$ cat src/rtl/fifo_pkg.sv
// Shared definitions for the async FIFO read-side checker and its helpers.
package fifo_pkg;

  localparam int unsigned FIFO_DW = 8;

  typedef enum logic [1:0] {
    IDLE      = 2'd0,
    WAIT_FULL = 2'd1,
    READ      = 2'd2
  } rd_state_e;

endpackage

$ cat src/rtl/sync_2ff.sv
// Two-flop synchronizer for a single-bit level crossing into the clk domain.
module sync_2ff (
  input  logic clk,
  input  logic rst,
  input  logic d,
  output logic q
);

  logic meta;

  always_ff @(posedge clk) begin
    if (rst) begin
      meta <= 1'b0;
      q    <= 1'b0;
    end else begin
      meta <= d;
      q    <= meta;
    end
  end

endmodule

$ cat src/rtl/fifo_rd_check.sv
// Read-side consumer for the async FIFO: waits for full, drains in bursts and
// checks the data form an incrementing modulo-2^DW sequence.
module fifo_rd_check
  import fifo_pkg::*;
#(
  parameter int unsigned DW    = FIFO_DW,
  parameter int unsigned CNT_W = 32,
  parameter int unsigned ERR_W = 16
) (
  input  logic             rd_clk,
  input  logic             rst,
  input  logic             rd_rst_busy,
  input  logic             full,
  input  logic             empty,
  input  logic             almost_empty,
  input  logic [DW-1:0]    fifo_rd_data,
  output logic             fifo_rd_en,
  output logic             err_flag,
  output logic [ERR_W-1:0] err_cnt,
  output logic [CNT_W-1:0] word_cnt,
  output logic [CNT_W-1:0] burst_cnt,
  output logic             busy
);

  logic          full_s;
  rd_state_e     state;
  logic          rd_vld;
  logic          seeded;
  logic [DW-1:0] expected;
  logic          ae_dbg_unused;

  sync_2ff u_full_sync (
    .clk (rd_clk),
    .rst (rst),
    .d   (full),
    .q   (full_s)
  );

  // Gated combinationally so a read is never issued on an empty FIFO.
  assign fifo_rd_en = (state == READ) & ~empty & ~rd_rst_busy;

  always_ff @(posedge rd_clk) begin
    if (rst) begin
      state     <= IDLE;
      busy      <= 1'b0;
      burst_cnt <= '0;
    end else if (rd_rst_busy) begin
      state <= IDLE;
      busy  <= 1'b0;
    end else begin
      case (state)
        IDLE: begin
          state <= WAIT_FULL;
          busy  <= 1'b0;
        end
        WAIT_FULL: begin
          if (full_s) begin
            state <= READ;
            busy  <= 1'b1;
          end
        end
        READ: begin
          if (empty) begin
            state     <= WAIT_FULL;
            busy      <= 1'b0;
            burst_cnt <= burst_cnt + CNT_W'(1);
          end
        end
        default: begin
          state <= IDLE;
          busy  <= 1'b0;
        end
      endcase
    end
  end

  // Checker runs off rd_vld alone, so a word in flight when the FSM leaves
  // READ (or when rd_rst_busy rises) is still checked.
  always_ff @(posedge rd_clk) begin
    if (rst) begin
      rd_vld        <= 1'b0;
      seeded        <= 1'b0;
      expected      <= '0;
      err_flag      <= 1'b0;
      err_cnt       <= '0;
      word_cnt      <= '0;
      ae_dbg_unused <= 1'b0;
    end else begin
      rd_vld        <= fifo_rd_en;
      ae_dbg_unused <= almost_empty;
      if (rd_vld) begin
        word_cnt <= word_cnt + CNT_W'(1);
        expected <= fifo_rd_data + DW'(1);
        if (!seeded) begin
          seeded <= 1'b1;
        end else if (fifo_rd_data != expected) begin
          err_flag <= 1'b1;
          if (err_cnt != '1) begin
            err_cnt <= err_cnt + ERR_W'(1);
          end
        end
      end
    end
  end

endmodule

$ cat config.mk
export PLATFORM = sky130hd
export DESIGN_NAME = fifo_rd_check
export DESIGN_NICKNAME = d
export VERILOG_FILES = /design/src/rtl/fifo_pkg.sv /design/src/rtl/sync_2ff.sv /design/src/rtl/fifo_rd_check.sv
export SDC_FILE = /design/constraint.sdc
export NUM_CORES = 1
export LEC_CHECK = 0
export BUFFER_PORTS_ARGS = -buffer_cell sky130_fd_sc_hd__buf_2
export CAP_MARGIN = 20
export CORE_ASPECT_RATIO = 0.75
export CORE_MARGIN = 5
export CORE_UTILIZATION = 36
export DETAILED_ROUTE_END_ITERATION = 10
export SLEW_MARGIN = 20
export SYNTH_ARGS = -nofsm -noshare
export SYNTH_HDL_FRONTEND = slang
export SYNTH_SLANG_ARGS = --single-unit
$ cat constraint.sdc
create_clock -name rd_clk -period 4.6 [get_ports rd_clk]
set_input_delay 0.23 -clock rd_clk [delete_from_list [all_inputs] [get_ports rd_clk]]
set_output_delay 0.23 -clock rd_clk [all_outputs]
set_load 0.05 [all_outputs]
==> run_results.csv <==
group,metric,value,unit
outcome,status,"finished clean",
sta,drv_slew,0,
sta,finalHoldViolations,0,
pwr,leakage,2.14,nW
synth,synth_edf_count,0,
global_routing,antenna_found_initial,0,
clock_tree,cts_sinks,96,
die,die_x,140,um
placement,hpwl,7.45,mm
synth,synth.net_count,533,
routing,drc_errors,0,
sta,rsz0062_at_grt,"no",
setup_path,crit_arrival,2.74,ns
clock_tree,cts_resized,0,
synth,synth_area_per_cell,8.86,um^2
routing,wl,10.5,mm
sta,setup_violations,0,
setup_path,crit_type,"flop to flop",
layout,multiInputGateArea,2450,um^2
die,die_h,108,um
layout,nNetsFinal,617,
pwr,clkPwrFrac,47.8,%
layout,final_common_cell,"dfxtp_1",
global_routing,busiest_layer,"met2",
synth,yosysSeqAreaShare,42.1,%
global_routing,grtUsageMet2,23.0,%
die,rows,35,
worst_hold_path,hold_start,"full",
routing,routed-via-count,3925,
layout,final_cell_mix,"dfxtp_1 (96), buf_2 (95), nor2_1 (80)",
routing,wire_per_inst,13.6,um
global_routing,first_global_vias,3705,
routing,drt_iter0_drc,304,
pwr,pwr-share-seq,49.9,%
synth,syn-cell-area,4560,um^2
die,fp.dieArea,15100,um^2
routing,ant_nets,0,
clock_tree,cts_tree,"built",
pwr,combPwrFrac,2.3,%
layout,area_delta_synth_final,19.8,%
layout,nFillCells,1250,
layout,insertedDiodeCount,0,
clock_tree,h-tree-depth,3,
setup_path,critPathRequiredTime,4.82,ns
placement,portBuffers,95,
layout,seq_area,1920,um^2
clock_tree,cts_buffers,9,
setup_path,endpoint_kind,"flop",
clock_tree,cts_buffer_depth,2,
synth,netlist_top_cells_area,"dfxtp_1 (42%), xnor2_1 (7.9%), nor2_1 (6.6%), xor2_1 (5.0%), nand4_1 (3.3%)",
global_routing,grt_max_degree,55,
clock_tree,path_clk_slew,0.06,ns
worst_hold_path,hold_path.class,"input pin to flop",
synth,yosysTopAreaCell,"dfxtp_1",
pwr,switching_share,20.2,%
global_routing,grt_overflow,0,
pwr,p_switching,0.000337,W
die,fp.coreArea,12300,um^2
synth,synth-main-ff-cell,"dfxtp_1",
synth,netlist_instances,515,
die,start_util,37.0,%
global_routing,grt_pass1_wl,17.7,mm
setup_path,start_kind,"flop",
global_routing,grt_usage,14.0,%
synth,yosysTopAreaCellShare,42.1,%
sta,worst_pin_slew,1.01,ns
clock_tree,clk_latency,0.34,ns
sta,min_period,2.52,ns
clock_tree,cts-root-buf,"clkbuf_16",
synth,async_reset_ff_share,0,%
setup_path,crit_fanout,28,
synth,yosysUniqueCellTypes,52,
global_routing,use_met1,18.0,%
die,io_pins,97,
routing,viasPerCell,5.10,
synth,ys_ff_latch,96,
clock_tree,post_cts_buffers,0,
placement,finalWeightedCongestion,0.768,
sta,maxSlewHeadroom,32.4,%
setup_path,reg2reg_from,"err_cnt[0]",
synth,yosysWarnings,0,
routing,drt_pass1_iterations,5,
pwr,max-vdd-ir-drop,156,uV
layout,drive_above_1_share,22.7,%
setup_path,crit_start,"err_cnt[0]",
pwr,power.internal,0.00133,W
sta,fin_crit_sh,54.8,%
sta,totalNegativeSetupSlack,0,ns
clock_tree,postCtsHoldBufs,0,
global_routing,met3_usage,3.46,%
sta,max_freq,396,MHz
pwr,p_per_area,306,nW/um^2
sta,whs,0.134,ns
run,cap_violations,0,
sta,skew,0.00987,ns
## metrics by stage
stage	cell area, um^2	instances	power (W)	util, %	setup WS, ns
finish	5470	770	0.00167	44.3	2.08
floorplan	4560	515	0.000876	-	2.25
CTS	5470	770	0.00170	44.3	2.10
detailed placement	5140	754	0.000893	41.7	2.10
global placement	5140	754	0.000892	41.7	2.17
global route	5470	770	0.00174	44.3	1.91
## power groups by stage
stage	Clock (W)	Combinational (W)	Sequential, W
global placement	0	0.0000392	0.000853
global route	0.000859	0.0000435	0.000833
CTS	0.000831	0.0000399	0.000833
detailed placement	0	0.0000399	0.000853
finish	0.000799	0.0000389	0.000834
floorplan	0	0.0000238	0.000853
## kinds of logic (layout without fill, tap and decap cells)
logic type | count (synthesis) | in the layout | synth area share (%)
flops | 96 | 96 | 42.1
fa+ha+maj | 4 | 4 | 1.10
buf+inv | 39 | 128 | 4.14
mux | 6 | 6 | 1.59
xor+xnor | 67 | 67 | 12.9
simple gates | 248 | 248 | 31.0
compound gates | 55 | 55 | 7.24
## routing by layer
| layer | vias up | routed length, um |
|---|---|---|
| met5 | - | 0 |
| met4 | 0 | 129 |
| met3 | 14 | 463 |
| met2 | 87 | 4910 |
| met1 | 1848 | 5000 |
| li1 | 1976 | - |
## sequential cells by signal (all words and copies together), names as in the netlist
signal / flops
burst_cnt: 32
word_cnt: 32
err_cnt: 16
expected: 8
state: 2
busy: 1
err_flag: 1
rd_vld: 1
seeded: 1
u_full_sync.meta: 1
u_full_sync.q: 1
## worst max-delay path, cell delays in order (launching register included)
cell and delay (ns):
dfxtp_1 0.40, ha_1 0.19, nand3_1 0.17, or2_1 0.38
nor3b_4 0.86, nor4_2 0.08, mux2_4 0.32
## final cells by class
cell class,count,share of cell area (%)
clock buffer,10,4.37
timing repair buffer,98,9.34
sequential,96,35.2
tap,166,3.80
multi-input combinational,380,44.9
inverter,14,0.961
clock inverter,6,1.51
## path summary, 6_finish.rpt
| path | endpoint | slack (ns) | cells after the start |
|---|---|---|---|
| worst max-delay path | err_cnt[6] | 2.08 | 6 |
| worst min-delay path | u_full_sync.meta | 0.13 | 2 |
| worst max register to register | err_cnt[6] | 2.08 | 6 |
| worst min register to register | u_full_sync.q | 0.45 | 1 |
## cell usage after synthesis, types with 2 or more instances
cell type,count
dfxtp_1,96
or3_1,8
nor2_1,80
inv_1,14
or2_2,2
mux2i_1,2
nand4_1,24
xor2_1,26
xnor2_1,41
ha_1,4
nor2b_1,7
mux2_4,2
nor4_1,7
nor4_4,5
clkbuf_1,11
buf_2,4
buf_6,3
nand3b_1,2
and4_1,5
or4_1,12
nor3_1,15
buf_1,5
nand3_1,24
nor3b_2,2
o31ai_1,11
a21oi_1,24
nor4_2,2
nand2_1,31
and3_1,8
a211oi_1,8
nand2b_1,2
o21ai_0,8
No activity file was read; power rests on OpenSTA's default activity.
